[src/rtl/crypto1_pkg.sv]
// Shared types and widths for the Crypto1 key-recovery subkey arbiter.
package crypto1_pkg;

  typedef enum logic [2:0] {
    IDLE  = 3'd0,
    CLEAR = 3'd1,
    SCAN  = 3'd2,
    READ  = 3'd3,
    HOLD  = 3'd4
  } arb_state_t;

  localparam int SUBKEY_W    = 24;
  localparam int BITSTREAM_W = 5;

endpackage

[src/rtl/subkey_arbiter_rr_select.sv]
// Round-robin find-first: returns the first requesting lane at or above ptr,
// wrapping past N-1 back to lane 0.
module rr_select #(
  parameter int N = 16,
  parameter int LW = $clog2(N)
) (
  input  logic [N-1:0]  req,
  input  logic [LW-1:0] ptr,
  output logic          found,
  output logic [LW-1:0] idx
);

  logic [LW-1:0] cand;

  // Walk offsets from farthest to nearest so the lane closest to ptr wins.
  always_comb begin
    found = 1'b0;
    idx   = '0;
    cand  = '0;
    for (int k = N - 1; k >= 0; k--) begin
      cand = LW'((int'(ptr) + k) % N);
      if (req[cand]) begin
        found = 1'b1;
        idx   = cand;
      end
    end
  end

endmodule

[src/rtl/subkey_arbiter.sv]
// Sequencer and round-robin arbiter draining N subkey-generator lane FIFOs
// into one valid/ready stream, with run start, abort and completion tracking.
module subkey_arbiter
  import crypto1_pkg::*;
#(
  parameter int N = 16,
  parameter int CNT_W = 32,
  localparam int LW = $clog2(N)
) (
  input  logic                   CLK,
  input  logic                   RESET,
  input  logic                   START,
  input  logic                   ABORT,
  input  logic [BITSTREAM_W-1:0] BITSTREAM,
  output logic [BITSTREAM_W-1:0] LANE_BITSTREAM,
  output logic                   LANE_RESETn,
  input  logic [N-1:0]           LANE_DONE,
  input  logic [N-1:0]           LANE_EMPTY,
  input  logic [SUBKEY_W*N-1:0]  LANE_RDDATA,
  output logic [N-1:0]           LANE_RDEN,
  output logic                   OUT_VALID,
  input  logic                   OUT_READY,
  output logic [SUBKEY_W-1:0]    OUT_DATA,
  output logic [LW-1:0]          OUT_LANE,
  output logic                   BUSY,
  output logic                   DONE,
  output logic [CNT_W-1:0]       SUBKEY_CNT
);

  arb_state_t    state, next;
  logic [LW-1:0] ptr;
  logic [LW-1:0] gnt;
  logic          clr_cnt;
  logic          found;
  logic [LW-1:0] sel;
  logic [N-1:0]  req;
  logic          abort_run;

  // Counter holds at all-ones instead of wrapping.
  function automatic logic [CNT_W-1:0] sat_inc(input logic [CNT_W-1:0] v);
    return (&v) ? v : v + 1'b1;
  endfunction

  assign req       = ~LANE_EMPTY;
  assign abort_run = ABORT && (state != IDLE);

  rr_select #(.N(N), .LW(LW)) u_sel (
    .req  (req),
    .ptr  (ptr),
    .found(found),
    .idx  (sel)
  );

  // State register.
  always_ff @(posedge CLK or posedge RESET) begin
    if (RESET) state <= IDLE;
    else       state <= next;
  end

  // Next-state logic; an abort overrides every non-idle transition.
  always_comb begin
    next = state;
    case (state)
      IDLE:  if (START && !ABORT) next = CLEAR;
      CLEAR: if (clr_cnt) next = SCAN;
      SCAN:  if (found) next = READ;
             else if (&LANE_DONE) next = IDLE;
      READ:  next = HOLD;
      HOLD:  if (OUT_VALID && OUT_READY) next = SCAN;
      default: next = IDLE;
    endcase
    if (abort_run) next = IDLE;
  end

  // Lane-facing strobes decoded from the current state.
  always_comb begin
    LANE_RDEN   = '0;
    BUSY        = (state != IDLE);
    LANE_RESETn = (state == SCAN) || (state == READ) || (state == HOLD);
    if (state == SCAN && found && !ABORT) LANE_RDEN[sel] = 1'b1;
  end

  // Run bookkeeping, grant capture and the output holding register.
  always_ff @(posedge CLK or posedge RESET) begin
    if (RESET) begin
      LANE_BITSTREAM <= '0;
      DONE           <= 1'b0;
      SUBKEY_CNT     <= '0;
      ptr            <= '0;
      gnt            <= '0;
      clr_cnt        <= 1'b0;
      OUT_VALID      <= 1'b0;
      OUT_DATA       <= '0;
      OUT_LANE       <= '0;
    end else if (abort_run) begin
      OUT_VALID <= 1'b0;
    end else begin
      case (state)
        IDLE: if (START && !ABORT) begin
          LANE_BITSTREAM <= BITSTREAM;
          DONE           <= 1'b0;
          SUBKEY_CNT     <= '0;
          ptr            <= '0;
          clr_cnt        <= 1'b0;
        end
        CLEAR: clr_cnt <= 1'b1;
        SCAN: begin
          if (found) gnt <= sel;
          else if (&LANE_DONE) DONE <= 1'b1;
        end
        READ: begin
          OUT_DATA  <= LANE_RDDATA[int'(gnt)*SUBKEY_W +: SUBKEY_W];
          OUT_LANE  <= gnt;
          OUT_VALID <= 1'b1;
        end
        HOLD: if (OUT_VALID && OUT_READY) begin
          OUT_VALID  <= 1'b0;
          SUBKEY_CNT <= sat_inc(SUBKEY_CNT);
          ptr        <= (gnt == LW'(N - 1)) ? '0 : gnt + 1'b1;
        end
        default: ;
      endcase
    end
  end

endmodule

[config.mk]
export PLATFORM = sky130hd
export DESIGN_NAME = subkey_arbiter
export DESIGN_NICKNAME = d
export VERILOG_FILES = /design/src/rtl/crypto1_pkg.sv /design/src/rtl/subkey_arbiter_rr_select.sv /design/src/rtl/subkey_arbiter.sv
export SDC_FILE = /design/constraint.sdc
export NUM_CORES = 1
export LEC_CHECK = 0
export ABC_AREA = 1
export CAP_MARGIN = 10
export CORE_AREA = 2 2 196 198
export DETAILED_ROUTE_END_ITERATION = 10
export DIE_AREA = 0 0 198 200
export PLACE_DENSITY = 0.61
export SKIP_LAST_GASP = 1
export SLEW_MARGIN = 15
export SYNTH_ARGS = -nofsm -noshare
export SYNTH_HDL_FRONTEND = slang
export SYNTH_SLANG_ARGS = --single-unit
[constraint.sdc]
create_clock -name CLK -period 10.31 [get_ports CLK]
set_input_delay 3.093 -clock CLK [delete_from_list [all_inputs] [get_ports CLK]]
set_output_delay 3.093 -clock CLK [all_outputs]
set_load 0.01 [all_outputs]
==> results of run 1 <==
==> worst register-to-register path: stages, from the launching register on <==
cell,delay [ns]
dfrtp_1,0.87
inv_2,0.45
ha_1,0.69
inv_1,0.46
nand3_1,0.17
nand2_1,0.10
nor2_1,0.05
a31oi_1,0.38
nand2_1,0.14
nand2_1,0.27
nor4_1,0.10
nand4_1,0.20
nand3_2,0.15
nor2_4,0.25
inv_1,0.12
o21ai_0,0.35
==> report_power, final <==
| group | switching [mW] | total, mW | leakage, nW | internal, mW |
|---|---|---|---|---|
| Combinational | 1.12 | 1.79 | 4.42 | 0.672 |
| Sequential | 0.0992 | 0.494 | 1.03 | 0.395 |
| Clock | 0.159 | 0.330 | 0.143 | 0.171 |
| Total | 1.38 | 2.62 | 5.60 | 1.24 |
==> layout make-up <==
type	count	share of cell area, %
Multi-Input combinational cell	1171	41.1
Timing Repair Buffer	522	36.2
Sequential cell	79	13.8
Tap cell	511	4.45
Inverter	89	2.38
Clock buffer	9	1.57
Clock inverter	7	0.471
Antenna cell	4	0.0697
==> cells by family (layout without fill, tap and decap cells) <==
logic type,after synthesis,count (layout)
flip-flops,79,79
adder cells (fa/ha/maj),9,9
XOR/XNOR,7,7
AND/OR/NAND/NOR,714,714
AO/OA/AOI/OAI,441,441
buffers and inverters,188,627
other,0,4
==> worst max-delay path by stage <==
stage	start	endpoint	slack [ns]	cells after the start
6_report	LANE_EMPTY[14]	LANE_RDEN[8]	0.73	17
3_3_place_gp	LANE_EMPTY[14]	LANE_RDEN[8]	0.79	17
4_1_cts	LANE_EMPTY[14]	LANE_RDEN[8]	0.80	17
2_1_floorplan	LANE_EMPTY[9]	LANE_RDEN[10]	2.47	17
5_1_grt	LANE_EMPTY[12]	LANE_RDEN[11]	0.53	17
3_5_place_dp	LANE_EMPTY[14]	LANE_RDEN[8]	0.82	17
==> flip-flops by register name, indices dropped and copies added (netlist names) <==
signal / count
clr_cnt: 1
DONE: 1
SUBKEY_CNT: 32
LANE_BITSTREAM: 5
OUT_DATA: 24
OUT_LANE: 4
ptr: 4
state: 3
OUT_VALID: 1
gnt: 4
==> layer usage <==
layer	share of wire [%]	wire length (µm)	global-route usage, %	vias up
met3	6.9	3440	4.05	87
met1	41	20500	30.6	5805
li1	-	-	-	5902
met5	0	0	0	-
met4	3.3	1660	8.52	0
met2	49	24500	43.7	517
==> cells in the final DEF, fill, tap and decap left out, drive strengths merged, types with 2 or more instances in the layout <==
| master | n |
|---|---|
| clkdlybuf4s50 | 510 |
| nor2 | 281 |
| nand2 | 250 |
| o21ai | 232 |
| nand3 | 134 |
| inv | 91 |
| dfrtp | 79 |
| o221ai | 75 |
| a21oi | 55 |
| o22ai | 31 |
| nor3 | 20 |
| nand4 | 19 |
| a31oi | 18 |
| o211ai | 15 |
| buf | 12 |
| ha | 9 |
| clkbuf | 9 |
| nor4 | 8 |
| o21a | 6 |
| xor2 | 5 |
| diode | 4 |
| a211oi | 4 |
| clkinv | 4 |
| xnor2 | 2 |
==> metrics by stage <==
| step | power (mW) | hold slack (ns) | setup WS (ns) | instances | utilization [%] |
|---|---|---|---|---|---|
| final | 2.62 | 0.491 | 0.734 | 2392 | 38.4 |
| after global routing | 2.83 | 0.524 | 0.532 | 2389 | 38.4 |
| after CTS | 2.63 | 0.494 | 0.799 | 2388 | 38.4 |
| after detailed placement | 2.29 | 0.473 | 0.820 | 2372 | 37.6 |
| after global placement | 2.29 | 0.463 | 0.790 | 2372 | 37.6 |
| after floorplan | 1.52 | 0.490 | 2.47 | 1438 | - |
==> results.yml, run 1 <==
route:
  wl_per_cell_um: 21.0
  vias_per_cell: 5.15
  wl_um: 50200
  drtIter0Drc: 996
  vias: 12311
  drtAntennaViolNets: 0
  drcViolationCount: 0
  first_pass_iters: 5
pwr:
  power_density_nw_per_um2: 182
  peakVddDrop_mv: 0.121
  leakage_nw: 5.60
synth:
  ys_ff_latch: 79
  synth_top_family_by_area: "simple AND/OR/NAND/NOR gates"
  synth.most_common_cell: "nor2_1"
  synth_top_cell_area_share_pct: 22.9
  async_flop_share_pct: 100
  synth_warnings: 0
  synth-simple-area-share_pct: 35.2
  synth_cell_types: 45
  yosysSeqAreaShare_pct: 22.9
  syn_nets: 1873
  syn_area_per_cell_um2: 6.00
  ys_top_cells_by_area: "dfrtp_1 23%, o21ai_0 13%, nor2_1 12%, nand2_1 10%, o221ai_1 7.6%"
  synthCells: 1438
  yosys.area_share.xor_xnor_pct: 1.02
  synth_compound_gate_area_share_pct: 30.8
  ys.flop_type: "dfrtp_1"
  synth_top_area_cell: "dfrtp_1"
  synth_common_cells: "276 x nor2_1, 234 x nand2_1, 228 x o21ai_0, 131 x nand3_1, 85 x clkbuf_1"
  synthAdderAreaFrac_pct: 1.31
  synth_edf_count: 0
  syn_area_um2: 8630
  synthMuxAreaShare_pct: 0
worst_setup_path:
  reg2regPathDepth: 15
  cp_top_family: "simple AND/OR/NAND/NOR gates"
  cp-end-kind: "primary output"
  r2r-end: "gnt[1]"
  arrival_ns: 6.48
  crit_buf_inv: 2
  crit_required_ns: 7.22
  cp_slowest_stage_delay_ns: 0.54
  cp_max_fo: 10
  r2r_slack_ns: 5.41
  regToRegStartpoint: "ptr[0]"
  crit_slowest_cell: "clkdlybuf4s50_1"
  crit_path_start_kind: "input port"
  crit_path_cell_trace: "clkdlybuf4s50_1 > nand2_1 > nand3_1 > nand2_1 > nor2_1 > a31oi_1 > nand2_1 > nand2_1 > nor4_1 > nand4_1 > nand3_2 > nor2_4 > nand2_2 > a21oi_4 > nand3_2 > nor2_1 > clkdlybuf4s50_1"
  crit_top_cell: "nand2_1"
  critPathKind: "in -> out"
clock_tree:
  cts.path.max_buffers: 2
  insertion_delay_ns: 0.35
  cts_resized: 0
  htreeDepth: 3
  cts_hold_buf: 0
  cts_tree: "yes"
  numCtsBuffers: 9
  cts_setup_buffers: 0
  clk_pin_slew_ns: 0.08
  cts_root_buffer: "clkbuf_16"
  cts_sinks: 79
timing:
  fin_setup_tns_ns: 0
  slew-limit-headroom_pct: 30.2
  layout_min_cycle_time_ns: 9.58
  fin_crit_sh_pct: 92.9
  finalHoldViolCount: 0
  drv_slew: 0
  rsz0062_at_grt: "false"
  fmax_mhz: 104
  setup_violations: 0
  skew_ns: 0.0122
  worstMarginPinSlew_ns: 1.05
die:
  initial_core_util_pct: 23.1
  die_h_um: 200
  rows: 71
  die_area_um2: 39600
  die_w_um: 198
  core-area_um2: 37400
  io_pins: 511
hold_path:
  whs_endpoint: "OUT_LANE[1]"
  hold_path_class: "reg -> reg"
  hold_start: "OUT_LANE[1]"
  whs_path_depth: 2
global_routing:
  overflow: 0
  grt_pass1_vias: 12175
  grt_pass1_wl_um: 74200
  grt_max_degree: 105
  grt.total_usage_pct: 24.8
  antenna_found_initial: 6
finish:
  seqCellArea_um2: 1980
  fin_area_um2: 14400
  fill_cells: 3980
  nets: 2307
  area_growth_pct: 66.4
  drive_gt1_share_pct: 4.16
  multi_input_area_um2: 5900
placement:
  gp_congestion: 0.976
  dp_hpwl_um: 39600
  placed_cell_area_um2: 14100
  port_buffers: 510
run_status:
  outcome: "finished, final reports clean"
run:
  drv_cap: 0
(Power assumes the default switching activity.)
==> run 2, diff against run 1 <==
--- a/config.mk
+++ b/config.mk
@@ -7,10 +7,10 @@
 export LEC_CHECK = 0
 export ABC_AREA = 1
 export CAP_MARGIN = 10
-export CORE_AREA = 2 2 196 198
+export CORE_AREA = 2 2 197 199
 export DETAILED_ROUTE_END_ITERATION = 10
-export DIE_AREA = 0 0 198 200
-export PLACE_DENSITY = 0.61
+export DIE_AREA = 0 0 199 201
+export PLACE_DENSITY = 0.62
 export SKIP_LAST_GASP = 1
 export SLEW_MARGIN = 15
 export SYNTH_ARGS = -nofsm -noshare
==> constraint.sdc (replaced) <==
create_clock -name CLK -period 8.8 [get_ports CLK]
set_input_delay 2.64 -clock CLK [delete_from_list [all_inputs] [get_ports CLK]]
set_output_delay 2.64 -clock CLK [all_outputs]
set_load 0.01 [all_outputs]
==> run 2 against run 1 <==
Combinational power is 17% higher. Cell count is 0.38% higher. Sequential cell count stayed put. Non-clock buffer count is 2 higher. Die area is 1.0% higher. Power is 18% higher. Critical path depth is 2 higher. Sequential power is 17% higher. Clock power is 25% higher. Clock skew is 0.0028 ns higher.
==> results.yml, run 2 (synthesis results as in run 1) <==
clock_tree:
  insertion_delay_ns: 0.36
  cts_tree: "yes"
  cts_hold_buf: 0
  cts.path.max_buffers: 2
  htreeDepth: 3
  cts_sinks: 79
  cts_resized: 0
  cts_root_buffer: "clkbuf_16"
  cts_setup_buffers: 0
  numCtsBuffers: 9
  clk_pin_slew_ns: 0.08
worst_setup_path:
  cp_max_fo: 6
  critPathKind: "in -> out"
  arrival_ns: 5.91
  crit_required_ns: 6.16
  crit_path_start_kind: "input port"
  cp-end-kind: "primary output"
  r2r_slack_ns: 4.67
global_routing:
  gr-usage-met1_pct: 30.1
  grt_pass1_wl_um: 74200
  busiest_layer: "met2"
  met3_usage_pct: 4.92
  grt.total_usage_pct: 24.2
  antenna_found_initial: 5
  overflow: 0
  grt_pass1_vias: 12553
  met2_usage_pct: 40.5
  grt_max_degree: 113
die:
  die_area_um2: 40000
  io_pins: 511
  initial_core_util_pct: 22.6
  die_h_um: 201
  core-area_um2: 38100
  die_w_um: 199
  rows: 72
route:
  drtIter0Drc: 1005
  first_pass_iters: 6
  wl_um: 49300
  drtAntennaViolNets: 0
  vias_per_cell: 5.18
  wl_per_cell_um: 20.6
  vias: 12432
  drcViolationCount: 0
placement:
  port_buffers: 510
  pre_cts_slack_ns: 0.281
  gp_congestion: 0.995
  dp_hpwl_um: 38400
  dp.cells: 2381
finish:
  drive_gt1_share_pct: 4.26
  regMostFlops: "SUBKEY_CNT"
  final_core_util_pct: 37.8
  final_cell_mix: "510 x clkdlybuf4s50_1, 276 x nor2_1, 234 x nand2_1, 228 x o21ai_0, 131 x nand3_1"
  layout_commonest_cell: "clkdlybuf4s50_1"
  largest_register_ffs: 32
  area_growth_pct: 67.0
  nets: 2309
  final_cells: 2401
  top_regs: "SUBKEY_CNT (32), OUT_DATA (24), LANE_BITSTREAM (5)"
timing:
  fin_setup_tns_ns: 0
  slew-limit-headroom_pct: 24.5
  fin_crit_sh_pct: 97.1
  layout_setup_ws_ns: 0.255
  drv_slew: 0
  layout_min_cycle_time_ns: 8.55
  finalHoldViolCount: 0
  worstMarginPinSlew_ns: 1.13
  skew_ns: 0.0150
  fmax_mhz: 117
  rsz0062_at_grt: "false"
  setup_violations: 0
pwr:
  power_density_nw_per_um2: 214
  leakage_nw: 5.61
  peakVddDrop_mv: 0.118
  report.power.total_mw: 3.09
run:
  drv_cap: 0
hold_path:
  hold_path_class: "reg -> reg"
run_status:
  outcome: "finished, final reports clean"
-- run 2: area by class of cell --
class / instances / area [µm²]
repair buffers: 524 / 5210
well taps: 518 / 648
inverters: 89 / 343
clock buffers: 9 / 225
multi-input cells: 1171 / 5900
fillers: 4077 / 23700
flip-flops and latches: 79 / 1990
diodes: 4 / 10.0
clock inverters: 7 / 88.8
-- run 2: where the power goes --
part	internal (mW)	leakage, nW	total [mW]	switching, mW
sequential	0.464	1.03	0.576	0.112
combinational	0.789	4.44	2.10	1.31
clock	0.226	0.150	0.414	0.188
total	1.48	5.61	3.09	1.61
-- run 2: worst max-delay path, stage by stage --
cell and delay (ns):
clkdlybuf4s50_1 0.43, nand2_1 0.09, nand3_1 0.10, nand2_1 0.10, nor2_1 0.04, a31oi_1 0.35
nand2_1 0.16, nand2_2 0.18, inv_2 0.06, nand3_1 0.07, nor3_1 0.05, nand4_1 0.21
nand3_2 0.16, nor2_4 0.13, nand2_2 0.07, a21oi_4 0.15, nand3_2 0.12, nor2_1 0.22
clkdlybuf4s50_1 0.59
-- run 2: through the flow --
| stage | area, µm² | hold WS, ns |
|---|---|---|
| final | 14400 | 0.483 |
| after global routing | 14400 | 0.507 |
| after CTS | 14400 | 0.485 |
| after detailed placement | 14100 | 0.467 |
| after global placement | 14100 | 0.462 |
| after floorplan | 8630 | 0.490 |
-- run 2: path summary, 6_finish.rpt --
path / startpoint / end / cells after the start
setup / recovery: LANE_EMPTY[10] / LANE_RDEN[10] / 19
hold / removal: LANE_BITSTREAM[2] / LANE_BITSTREAM[2] / 2
setup reg to reg: ptr[1] / gnt[1] / 14
hold reg to reg: LANE_BITSTREAM[2] / LANE_BITSTREAM[2] / 2
max in group asynchronous: RESET / gnt[1] / 3
min in group asynchronous: RESET / OUT_LANE[2] / 2
-- run 2: routing by layer --
metal / vias to the layer above / part of all wire, %
li1: 5920 / -
met1: 5836 / 41
met2: 586 / 47
met3: 86 / 7.8
met4: 4 / 4.2
met5: - / 0.043
